==> src/rtl/aes128_arb_ctrl_if.sv <==
// Requester A/B handshakes, AES-128 core control/status and error counter
// for aes128_arb_ctrl. The slave modport is the controller's view.
interface aes128_arb_ctrl_if;
   logic         a_req_valid;
   logic         a_req_ready;
   logic [127:0] a_req_pt;
   logic [127:0] a_req_key;
   logic         a_rsp_valid;
   logic         a_rsp_ready;
   logic [127:0] a_rsp_data;
   logic         a_rsp_err;

   logic         b_req_valid;
   logic         b_req_ready;
   logic [127:0] b_req_pt;
   logic [127:0] b_req_key;
   logic         b_rsp_valid;
   logic         b_rsp_ready;
   logic [127:0] b_rsp_data;
   logic         b_rsp_err;

   logic         fault_en;
   logic         core_start;
   logic [127:0] core_plaintext;
   logic [127:0] core_key;
   logic         core_fault_inject;
   logic [127:0] core_ciphertext;
   logic         core_done;
   logic         core_busy;
   logic [7:0]   err_count;

   modport slave (
      input  a_req_valid, a_req_pt, a_req_key, a_rsp_ready,
      input  b_req_valid, b_req_pt, b_req_key, b_rsp_ready,
      input  fault_en, core_ciphertext, core_done, core_busy,
      output a_req_ready, a_rsp_valid, a_rsp_data, a_rsp_err,
      output b_req_ready, b_rsp_valid, b_rsp_data, b_rsp_err,
      output core_start, core_plaintext, core_key, core_fault_inject, err_count
   );

   modport master (
      output a_req_valid, a_req_pt, a_req_key, a_rsp_ready,
      output b_req_valid, b_req_pt, b_req_key, b_rsp_ready,
      output fault_en, core_ciphertext, core_done, core_busy,
      input  a_req_ready, a_rsp_valid, a_rsp_data, a_rsp_err,
      input  b_req_ready, b_rsp_valid, b_rsp_data, b_rsp_err,
      input  core_start, core_plaintext, core_key, core_fault_inject, err_count
   );
endinterface

==> src/rtl/aes128_arb_ctrl.sv <==
// Two-requester round-robin front end for a single AES-128 core: one request
// in flight, START pulse, bounded WAIT with timeout error, per-requester RESP.
module aes128_arb_ctrl #(
   parameter int unsigned TIMEOUT_CYCLES = 32
) (
   input  logic              clk,
   input  logic              rst,
   aes128_arb_ctrl_if.slave  bus
);
   typedef enum logic [1:0] {ST_IDLE, ST_START, ST_WAIT, ST_RESP} state_t;

   localparam logic [7:0] CNT_LAST = 8'(TIMEOUT_CYCLES - 1);

   state_t       state_q, state_d;
   logic         last_b_q, last_b_d;
   logic         gnt_b_q, gnt_b_d;
   logic [127:0] pt_q, pt_d;
   logic [127:0] key_q, key_d;
   logic [127:0] a_data_q, a_data_d;
   logic [127:0] b_data_q, b_data_d;
   logic         a_err_q, a_err_d;
   logic         b_err_q, b_err_d;
   logic [7:0]   cnt_q, cnt_d;
   logic [7:0]   err_cnt_q, err_cnt_d;
   logic         pick_b, a_rdy, b_rdy, rsp_ack;

   always_comb begin
      state_d   = state_q;
      last_b_d  = last_b_q;
      gnt_b_d   = gnt_b_q;
      pt_d      = pt_q;
      key_d     = key_q;
      a_data_d  = a_data_q;
      b_data_d  = b_data_q;
      a_err_d   = a_err_q;
      b_err_d   = b_err_q;
      cnt_d     = cnt_q;
      err_cnt_d = err_cnt_q;
      a_rdy     = 1'b0;
      b_rdy     = 1'b0;
      // B wins when alone, or when both contend and A was granted last
      pick_b    = bus.b_req_valid && (!bus.a_req_valid || !last_b_q);
      rsp_ack   = gnt_b_q ? bus.b_rsp_ready : bus.a_rsp_ready;

      unique case (state_q)
         ST_IDLE: begin
            if (!bus.core_busy && (bus.a_req_valid || bus.b_req_valid)) begin
               a_rdy   = !pick_b;
               b_rdy   = pick_b;
               gnt_b_d = pick_b;
               pt_d    = pick_b ? bus.b_req_pt  : bus.a_req_pt;
               key_d   = pick_b ? bus.b_req_key : bus.a_req_key;
               state_d = ST_START;
            end
         end
         ST_START: begin
            cnt_d   = '0;
            state_d = ST_WAIT;
         end
         ST_WAIT: begin
            cnt_d = cnt_q + 8'd1;
            // core_done takes priority over a coincident timeout
            if (bus.core_done) begin
               if (gnt_b_q) begin
                  b_data_d = bus.core_ciphertext;
                  b_err_d  = 1'b0;
               end else begin
                  a_data_d = bus.core_ciphertext;
                  a_err_d  = 1'b0;
               end
               state_d = ST_RESP;
            end else if (cnt_q == CNT_LAST) begin
               if (gnt_b_q) begin
                  b_data_d = '0;
                  b_err_d  = 1'b1;
               end else begin
                  a_data_d = '0;
                  a_err_d  = 1'b1;
               end
               if (err_cnt_q != 8'hFF) err_cnt_d = err_cnt_q + 8'd1;
               state_d = ST_RESP;
            end
         end
         ST_RESP: begin
            if (rsp_ack) begin
               last_b_d = gnt_b_q;
               state_d  = ST_IDLE;
            end
         end
         default: state_d = ST_IDLE;
      endcase
   end

   always_ff @(posedge clk or posedge rst) begin
      if (rst) begin
         state_q   <= ST_IDLE;
         last_b_q  <= 1'b1;
         gnt_b_q   <= 1'b0;
         pt_q      <= '0;
         key_q     <= '0;
         a_data_q  <= '0;
         b_data_q  <= '0;
         a_err_q   <= 1'b0;
         b_err_q   <= 1'b0;
         cnt_q     <= '0;
         err_cnt_q <= '0;
      end else begin
         state_q   <= state_d;
         last_b_q  <= last_b_d;
         gnt_b_q   <= gnt_b_d;
         pt_q      <= pt_d;
         key_q     <= key_d;
         a_data_q  <= a_data_d;
         b_data_q  <= b_data_d;
         a_err_q   <= a_err_d;
         b_err_q   <= b_err_d;
         cnt_q     <= cnt_d;
         err_cnt_q <= err_cnt_d;
      end
   end

   assign bus.a_req_ready       = a_rdy;
   assign bus.b_req_ready       = b_rdy;
   assign bus.a_rsp_valid       = (state_q == ST_RESP) && !gnt_b_q;
   assign bus.b_rsp_valid       = (state_q == ST_RESP) && gnt_b_q;
   assign bus.a_rsp_data        = a_data_q;
   assign bus.b_rsp_data        = b_data_q;
   assign bus.a_rsp_err         = a_err_q;
   assign bus.b_rsp_err         = b_err_q;
   assign bus.core_start        = (state_q == ST_START);
   assign bus.core_plaintext    = pt_q;
   assign bus.core_key          = key_q;
   assign bus.core_fault_inject = bus.fault_en && (state_q == ST_WAIT);
   assign bus.err_count         = err_cnt_q;
endmodule
==> src/flat_wrapper.sv <==
// flat-port wrapper written by rule: the top's interface ports become plain ports
module aes128_arb_ctrl_flat 
#(
   parameter int unsigned TIMEOUT_CYCLES = 32
)
  (clk, rst, bus_a_req_valid, bus_a_req_pt, bus_a_req_key, bus_a_rsp_ready, bus_b_req_valid, bus_b_req_pt, bus_b_req_key, bus_b_rsp_ready, bus_fault_en, bus_core_ciphertext, bus_core_done, bus_core_busy, bus_a_req_ready, bus_a_rsp_valid, bus_a_rsp_data, bus_a_rsp_err, bus_b_req_ready, bus_b_rsp_valid, bus_b_rsp_data, bus_b_rsp_err, bus_core_start, bus_core_plaintext, bus_core_key, bus_core_fault_inject, bus_err_count);
  aes128_arb_ctrl_if bus_i ();
  input  logic clk;
  input  logic rst;
  input wire logic [$bits(bus_i.a_req_valid)-1:0] bus_a_req_valid;
  input wire logic [$bits(bus_i.a_req_pt)-1:0] bus_a_req_pt;
  input wire logic [$bits(bus_i.a_req_key)-1:0] bus_a_req_key;
  input wire logic [$bits(bus_i.a_rsp_ready)-1:0] bus_a_rsp_ready;
  input wire logic [$bits(bus_i.b_req_valid)-1:0] bus_b_req_valid;
  input wire logic [$bits(bus_i.b_req_pt)-1:0] bus_b_req_pt;
  input wire logic [$bits(bus_i.b_req_key)-1:0] bus_b_req_key;
  input wire logic [$bits(bus_i.b_rsp_ready)-1:0] bus_b_rsp_ready;
  input wire logic [$bits(bus_i.fault_en)-1:0] bus_fault_en;
  input wire logic [$bits(bus_i.core_ciphertext)-1:0] bus_core_ciphertext;
  input wire logic [$bits(bus_i.core_done)-1:0] bus_core_done;
  input wire logic [$bits(bus_i.core_busy)-1:0] bus_core_busy;
  output wire logic [$bits(bus_i.a_req_ready)-1:0] bus_a_req_ready;
  output wire logic [$bits(bus_i.a_rsp_valid)-1:0] bus_a_rsp_valid;
  output wire logic [$bits(bus_i.a_rsp_data)-1:0] bus_a_rsp_data;
  output wire logic [$bits(bus_i.a_rsp_err)-1:0] bus_a_rsp_err;
  output wire logic [$bits(bus_i.b_req_ready)-1:0] bus_b_req_ready;
  output wire logic [$bits(bus_i.b_rsp_valid)-1:0] bus_b_rsp_valid;
  output wire logic [$bits(bus_i.b_rsp_data)-1:0] bus_b_rsp_data;
  output wire logic [$bits(bus_i.b_rsp_err)-1:0] bus_b_rsp_err;
  output wire logic [$bits(bus_i.core_start)-1:0] bus_core_start;
  output wire logic [$bits(bus_i.core_plaintext)-1:0] bus_core_plaintext;
  output wire logic [$bits(bus_i.core_key)-1:0] bus_core_key;
  output wire logic [$bits(bus_i.core_fault_inject)-1:0] bus_core_fault_inject;
  output wire logic [$bits(bus_i.err_count)-1:0] bus_err_count;
  assign bus_i.a_req_valid = bus_a_req_valid;
  assign bus_i.a_req_pt = bus_a_req_pt;
  assign bus_i.a_req_key = bus_a_req_key;
  assign bus_i.a_rsp_ready = bus_a_rsp_ready;
  assign bus_i.b_req_valid = bus_b_req_valid;
  assign bus_i.b_req_pt = bus_b_req_pt;
  assign bus_i.b_req_key = bus_b_req_key;
  assign bus_i.b_rsp_ready = bus_b_rsp_ready;
  assign bus_i.fault_en = bus_fault_en;
  assign bus_i.core_ciphertext = bus_core_ciphertext;
  assign bus_i.core_done = bus_core_done;
  assign bus_i.core_busy = bus_core_busy;
  assign bus_a_req_ready = bus_i.a_req_ready;
  assign bus_a_rsp_valid = bus_i.a_rsp_valid;
  assign bus_a_rsp_data = bus_i.a_rsp_data;
  assign bus_a_rsp_err = bus_i.a_rsp_err;
  assign bus_b_req_ready = bus_i.b_req_ready;
  assign bus_b_rsp_valid = bus_i.b_rsp_valid;
  assign bus_b_rsp_data = bus_i.b_rsp_data;
  assign bus_b_rsp_err = bus_i.b_rsp_err;
  assign bus_core_start = bus_i.core_start;
  assign bus_core_plaintext = bus_i.core_plaintext;
  assign bus_core_key = bus_i.core_key;
  assign bus_core_fault_inject = bus_i.core_fault_inject;
  assign bus_err_count = bus_i.err_count;
  aes128_arb_ctrl #(.TIMEOUT_CYCLES(TIMEOUT_CYCLES)) u_core (.clk(clk), .rst(rst), .bus(bus_i));
endmodule
==> config.mk <==
export PLATFORM = sky130hd
export DESIGN_NAME = aes128_arb_ctrl_flat
export DESIGN_NICKNAME = d
export VERILOG_FILES = /design/src/rtl/aes128_arb_ctrl_if.sv /design/src/rtl/aes128_arb_ctrl.sv /design/src/flat_wrapper.sv
export SDC_FILE = /design/constraint.sdc
export NUM_CORES = 1
export LEC_CHECK = 0
export ABC_AREA = 1
export CORE_AREA = 2 2 456 458
export DETAILED_ROUTE_END_ITERATION = 8
export DIE_AREA = 0 0 458 460
export DONT_BUFFER_PORTS = 1
export GPL_ROUTABILITY_DRIVEN = 0
export GPL_TIMING_DRIVEN = 1
export SKIP_LAST_GASP = 1
export SLEW_MARGIN = 20
export SYNTH_ARGS = -nofsm -noshare
export SYNTH_HDL_FRONTEND = slang
export SYNTH_SLANG_ARGS = --single-unit
==> constraint.sdc <==
create_clock -name clk -period 34.3 [get_ports clk]
set_input_delay 8.575 -clock clk [delete_from_list [all_inputs] [get_ports clk]]
set_output_delay 8.575 -clock clk [all_outputs]
set_load 0.05 [all_outputs]
==> results of run 1 <==
per-stage QoR:
step / hold slack [ns] / util [%] / instance area (um2) / instances / worst slack (ns)
6_report: 0.521 / 13.6 / 28100 / 5436 / 15.76
5_1_grt: 0.543 / 13.6 / 27900 / 5378 / 15.66
4_1_cts: 0.527 / 13.5 / 27800 / 5329 / 15.36
3_5_place_dp: 0.512 / 12.3 / 25400 / 5208 / 15.36
3_3_place_gp: 0.499 / 12.3 / 25400 / 5208 / 15.41
2_1_floorplan: 0.472 / - / 22800 / 2679 / 10.80
cells by family (layout without fill, tap and decap cells):
kind of cell	Yosys count	count (layout)	synth area share [%]
buffers and inverters	224	171	4.73
adder cells (fa/ha/maj)	6	6	0.330
flip-flops	534	534	58.7
AND/OR/NAND/NOR	1902	1902	35.9
AO/OA/AOI/OAI	8	8	0.181
other	0	106	0
XOR/XNOR	5	5	0.192
state kept, by name, summed over array words and instances (netlist names):
name and cells:
u_core.bus.a_rsp_data 128, u_core.bus.b_rsp_data 128, u_core.bus.core_key 128, u_core.bus.core_plaintext 128, u_core.bus.err_count 8, u_core.cnt_q 8
u_core.state_q 2, u_core.bus.a_rsp_err 1, u_core.bus.b_rsp_err 1, u_core.gnt_b_q 1, u_core.last_b_q 1
cell type report:
class / count / share of cell area [%]
sequential: 534 / 47.6
multi-input combinational: 1921 / 29.8
tap: 2704 / 12.0
clock buffer: 88 / 6.72
clock inverter: 33 / 1.69
antenna: 106 / 0.944
timing repair buffer: 26 / 0.855
inverter: 24 / 0.365
worst max path at each step:
stage / startpoint / to / slack (ns) / cells past startpoint
detailed placement: bus_a_req_valid / bus_b_req_ready / 15.36 / 4
global placement: bus_a_req_valid / bus_b_req_ready / 15.41 / 4
global route: bus_a_req_valid / bus_a_req_ready / 15.66 / 4
finish: bus_a_req_valid / bus_a_req_ready / 15.76 / 4
CTS: bus_a_req_valid / bus_b_req_ready / 15.36 / 4
floorplan: rst / u_core.bus.a_rsp_data[0] / 10.80 / 1
cells in the mapped netlist:
cell         n  area, um2
nor2_1      16       60.1
nand3b_1     1       7.51
nand2_4      1       11.3
xnor2_1      2       17.5
o21ai_0      3       15.0
nand4_1    258       1610
nand2_1   1347       5060
clkinv_1     1       3.75
inv_2        1       3.75
nor2_4       2       22.5
buf_2       93        465
buf_6       14        158
ha_1         6       75.1
nand3_2      2       20.0
nor3_1       4       20.0
buf_1        4       15.0
or2_2        1       6.26
dfrtp_1    533      13300
xor2_1       3       26.3
nor3b_1      1       7.51
inv_1       22       82.6
a21oi_1      4       20.0
nor2_2       1       6.26
a31oi_1      1       6.26
clkbuf_1    85        319
dfstp_2      1       26.3
buf_4        4       30.0
nand3_1    268       1340
metal layers:
metal | vias to the layer above | global-route usage [%] | wire length [um]
li1 | 8695 | - | -
met1 | 10350 | 16.4 | 60400
met2 | 1754 | 22.7 | 74700
met3 | 518 | 13.8 | 34700
met4 | 120 | 10.6 | 11500
met5 | - | 1.06 | 1140
power by group:
part	switching, uW	internal, uW	total, uW	leakage (uW)
registers	1460	882	2340	0.00673
clock network	327	455	782	0.00115
logic	403	183	587	0.00476
critical path, delay by kind of cell:
kind | cells | cell delay (ns)
and+or+nand+nor | 4 | 1.30
==> flow_metrics.py, run 1 <==
metrics = {
    "outcome": {
        "status": "complete, no violations",
    },
    "clock_tree": {
        "path_clk_slew_ns": 0.06,
        "htreeDepth": 3,
        "numCtsBuffers": 68,
        "postCtsSetupBuffers": 0,
        "postCtsResizedCells": 0,
        "cts.sinks": 534,
        "cts_tree": "built",
        "clockRootBuffer": "clkbuf_16",
        "cts_hold_buf": 0,
        "clk_latency_ns": 0.72,
        "cts_buffer_depth": 3,
    },
    "timing": {
        "clock_skew_ns": 0.0569,
        "relSlewSlack_pct": 1.57,
        "min_period_over_period_pct": 54.0,
        "min_period_ns": 18.54,
        "rsz0062_at_grt": "false",
        "tightestPinTransition_ns": 1.48,
        "finalHoldViolCount": 0,
        "clock.fmax_mhz": 53.9,
        "setup_viol": 0,
        "fin_setup_tns_ns": 0,
        "drv_slew": 0,
    },
    "floorplanning": {
        "placementRows": 167,
        "start_util_pct": 11.1,
        "dieArea_mm2": 0.211,
        "die_h_um": 460,
        "core_area_mm2": 0.206,
        "die_x_um": 458,
        "io_pins": 1177,
    },
    "min_path": {
        "hp-start": "u_core.last_b_q",
        "holdPathEnd": "u_core.last_b_q",
        "hold_class": "reg2reg",
        "whs_path_depth": 2,
    },
    "setup_path": {
        "r2r-start": "u_core.state_q[0]",
        "critPathArrivalTime_ns": 9.96,
        "path_max_fanout": 81,
        "r2r_cells": 8,
        "r2r_setup_slack_ns": 30.01,
        "slowest_delay_ns": 0.64,
        "rr_endpoint": "u_core.bus.core_key[52]",
        "start_kind": "primary input",
        "crit_path_end_kind": "output pin",
        "path_class": "in2out",
        "cp.required_ns": 25.72,
        "crit_path_cell_trace": "nor2_1 -> nor2_2 -> nand2_8 -> nor2_4",
        "critPathSlowestCell": "nor2_4",
    },
    "route": {
        "num_vias": 21437,
        "routed_via_density": 3.94,
        "drt_iter0_drc": 2547,
        "drt-wirelength-per-cell_um": 33.6,
        "wirelength_mm": 182,
        "drc": 0,
        "dr.pass1.iters": 7,
        "final_antenna_net_count": 0,
    },
    "logic_synthesis": {
        "synthDistinctLibCells": 28,
        "ys_seq_area_share_pct": 58.7,
        "synth_fp_nets": 3334,
        "synth.avg_cell_area_um2": 8.50,
        "ys_ff_latch": 534,
        "netlist_instances": 2679,
        "yosys_warnings": 0,
        "synth_area_mm2": 0.0228,
    },
    "layout": {
        "areaGrowthSynthToFinish_pct": 23.4,
        "mostFrequentLayoutCell": "nand2_1",
        "drive_gt1_share_pct": 5.75,
        "mostFrequentLayoutCells": "1347 x nand2_1, 532 x dfrtp_1, 268 x nand3_1",
        "fin_nets": 3230,
        "n_fill_cell": 23527,
        "multi_input_area_mm2": 0.00837,
        "ff_latch_area_mm2": 0.0134,
    },
    "global_route": {
        "antenna_found_initial": 181,
        "grt.total_usage_pct": 16.4,
        "grt_max_degree": 259,
        "grt_pass1_vias": 19747,
        "grt_pass1_wl_mm": 222,
        "gr-total-overflow": 0,
    },
    "power": {
        "fin_total_pwr_uw": 3710,
        "cellPowerDensity_mw_per_mm2": 132,
        "p_leak_uw": 0.0126,
        "vdd_drop_max_v": 0.0000643,
    },
    "place": {
        "dp_hpwl_mm": 154,
        "port_buffers": 0,
    },
    "run": {
        "maxCapViolations": 0,
    },
}
(Power assumes the default switching activity.)
==> run 2: changes to the inputs <==
==> constraint.sdc (replaced) <==
create_clock -name clk -period 16.6 [get_ports clk]
set_input_delay 4.15 -clock clk [delete_from_list [all_inputs] [get_ports clk]]
set_output_delay 4.15 -clock clk [all_outputs]
set_load 0.05 [all_outputs]
==> run 2 against run 1 <==
  * Sequential share of layout area rose by 0.25 points
  * First-iteration DRC count is 3.4% lower
  * Utilization shrank 0.071 points
  * Sequential power increased by 110%
  * Sequential cell count unchanged
  * Cell count fell by 0.52%
  * Count of clock-buffer cells in the layout is 3 higher
  * Clock skew grew 0.00092 ns
  * Highest routed layer unchanged
  * Critical path type unchanged
  * Register-to-register slack lost 17 ns
==> flow_metrics.py, run 2 (synthesis results as in run 1) <==
metrics = {
    "setup_path": {
        "path_class": "in2out",
        "cp.required_ns": 12.45,
        "path_max_fanout": 86,
        "crit_path_cell_trace": "nor2_1 -> nor2_2 -> nand2_8 -> nor2_4 -> buf_4",
        "start_kind": "primary input",
        "crit_path_end_kind": "output pin",
        "critPathArrivalTime_ns": 5.67,
        "critPathSlowestCell": "buf_4",
        "slowest_delay_ns": 0.73,
    },
    "route": {
        "routed_via_density": 3.89,
        "drt-wirelength-per-cell_um": 33.1,
        "drc": 0,
        "dr.pass1.iters": 6,
        "final_antenna_net_count": 0,
        "num_vias": 21012,
        "wirelength_mm": 179,
        "drt_iter0_drc": 2461,
    },
    "timing": {
        "min_period_over_period_pct": 59.2,
        "fin_setup_tns_ns": 0,
        "rsz0062_at_grt": "false",
        "tightestPinTransition_ns": 1.18,
        "relSlewSlack_pct": 21.6,
        "setup_viol": 0,
        "clock_skew_ns": 0.0578,
        "min_period_ns": 9.82,
        "drv_slew": 0,
        "finalHoldViolCount": 0,
        "clock.fmax_mhz": 102,
    },
    "floorplanning": {
        "dieArea_mm2": 0.211,
        "start_util_pct": 11.1,
        "die_h_um": 460,
        "io_pins": 1177,
        "core_area_mm2": 0.206,
        "die_x_um": 458,
        "placementRows": 167,
    },
    "clock_tree": {
        "cts_buffer_depth": 3,
        "postCtsSetupBuffers": 0,
        "postCtsResizedCells": 0,
        "clockRootBuffer": "clkbuf_16",
        "path_clk_slew_ns": 0.06,
        "clk_latency_ns": 0.71,
        "numCtsBuffers": 70,
        "cts.sinks": 534,
        "cts_hold_buf": 0,
        "htreeDepth": 3,
        "cts_tree": "built",
    },
    "power": {
        "switching_share_pct": 60.0,
        "power.share.sequential_pct": 63.8,
        "p_int_uw": 3050,
        "cellPowerDensity_mw_per_mm2": 273,
        "pwr-share-comb_pct": 15.7,
        "p_leak_uw": 0.0126,
        "power_switching_uw": 4570,
        "clkPwrFrac_pct": 20.5,
        "vdd_drop_max_v": 0.000125,
    },
    "layout": {
        "fin_nets": 3232,
        "drive_gt1_share_pct": 5.85,
        "n_fill_cell": 23567,
        "final_util_pct": 13.6,
        "mostFrequentLayoutCells": "1347 x nand2_1, 532 x dfrtp_1, 268 x nand3_1",
        "mostFrequentLayoutCell": "nand2_1",
        "areaGrowthSynthToFinish_pct": 22.7,
    },
    "place": {
        "dp_hpwl_mm": 150,
        "port_buffers": 0,
    },
    "global_route": {
        "grt_max_degree": 259,
        "antenna_found_initial": 148,
        "grt.total_usage_pct": 16.2,
        "grt_pass1_vias": 19245,
        "grt_pass1_wl_mm": 218,
        "gr-total-overflow": 0,
    },
    "run": {
        "maxCapViolations": 0,
    },
    "outcome": {
        "status": "complete, no violations",
    },
    "min_path": {
        "hold_class": "reg2reg",
    },
}
run 2: changes by cell type in the layout (fill, tap and decap cells not counted), sizes merged:
cell	before	now
clkinv	13	23
clkinvlp	4	6
clkbuf	88	91
bufinv	8	1
inv	32	29
diode	106	73
run 2: stage by stage:
| stage | setup slack [ns] | hold slack [ns] | power, uW | instance area (um2) | cells |
|---|---|---|---|---|---|
| 3_5_place_dp | 6.75 | 0.505 | 6110 | 25500 | 5209 |
| 5_1_grt | 6.64 | 0.526 | 7940 | 27800 | 5366 |
| 4_1_cts | 6.74 | 0.514 | 7710 | 27800 | 5335 |
| 6_report | 6.78 | 0.512 | 7620 | 27900 | 5408 |
| 3_3_place_gp | 6.76 | 0.507 | 6070 | 25500 | 5209 |
| 2_1_floorplan | 5.19 | 0.472 | 5100 | 22800 | 2679 |
run 2: worst paths after layout:
check / startpoint / to / slack [ns] / cells after the start
worst max register to register: u_core.gnt_b_q / u_core.bus.a_rsp_data[56] / 12.74 / 6
min in group asynchronous: rst / u_core.bus.core_plaintext[38] / 3.51 / 2
worst max-delay path: bus_a_req_valid / bus_b_req_ready / 6.78 / 5
worst min register to register: u_core.last_b_q / u_core.last_b_q / 0.51 / 2
worst min-delay path: u_core.last_b_q / u_core.last_b_q / 0.51 / 2
max in group asynchronous: rst / u_core.bus.b_rsp_data[108] / 10.73 / 4
run 2: final cells by class:
cell class / instances / area, um2 / share of cell area, %
well taps: 2704 / 3380 / 12.1
clock buffers: 91 / 1920 / 6.87
diodes: 73 / 183 / 0.654
multi-input cells: 1921 / 8370 / 30.0
inverters: 24 / 98.8 / 0.354
clock inverters: 35 / 387 / 1.38
repair buffers: 26 / 236 / 0.846
flip-flops and latches: 534 / 13400 / 47.8
run 2: power groups by stage:
stage	Clock, uW	Combinational [uW]	Sequential [uW]
after floorplan	0	946	4150
after global placement	0	1150	4920
after detailed placement	0	1200	4910
after CTS	1620	1200	4900
after global routing	1650	1360	4930
final	1560	1190	4860
run 2: critical path: cells and delay by family:
| family | cells | cell delay, ns |
|---|---|---|
| buf+inv | 1 | 0.73 |
| simple gates | 4 | 0.71 |
run 2: routing by layer:
metal  part of all wire [%]  up-vias  wire (um)  GRT usage (%)
met5                   0.57        -       1030           1.13
met4                    5.4      118       9590           8.80
met3                     19      426      34200           13.8
met2                     41     1638      74000           22.7
met1                     34    10154      59900           16.2
li1                       -     8676          -              -
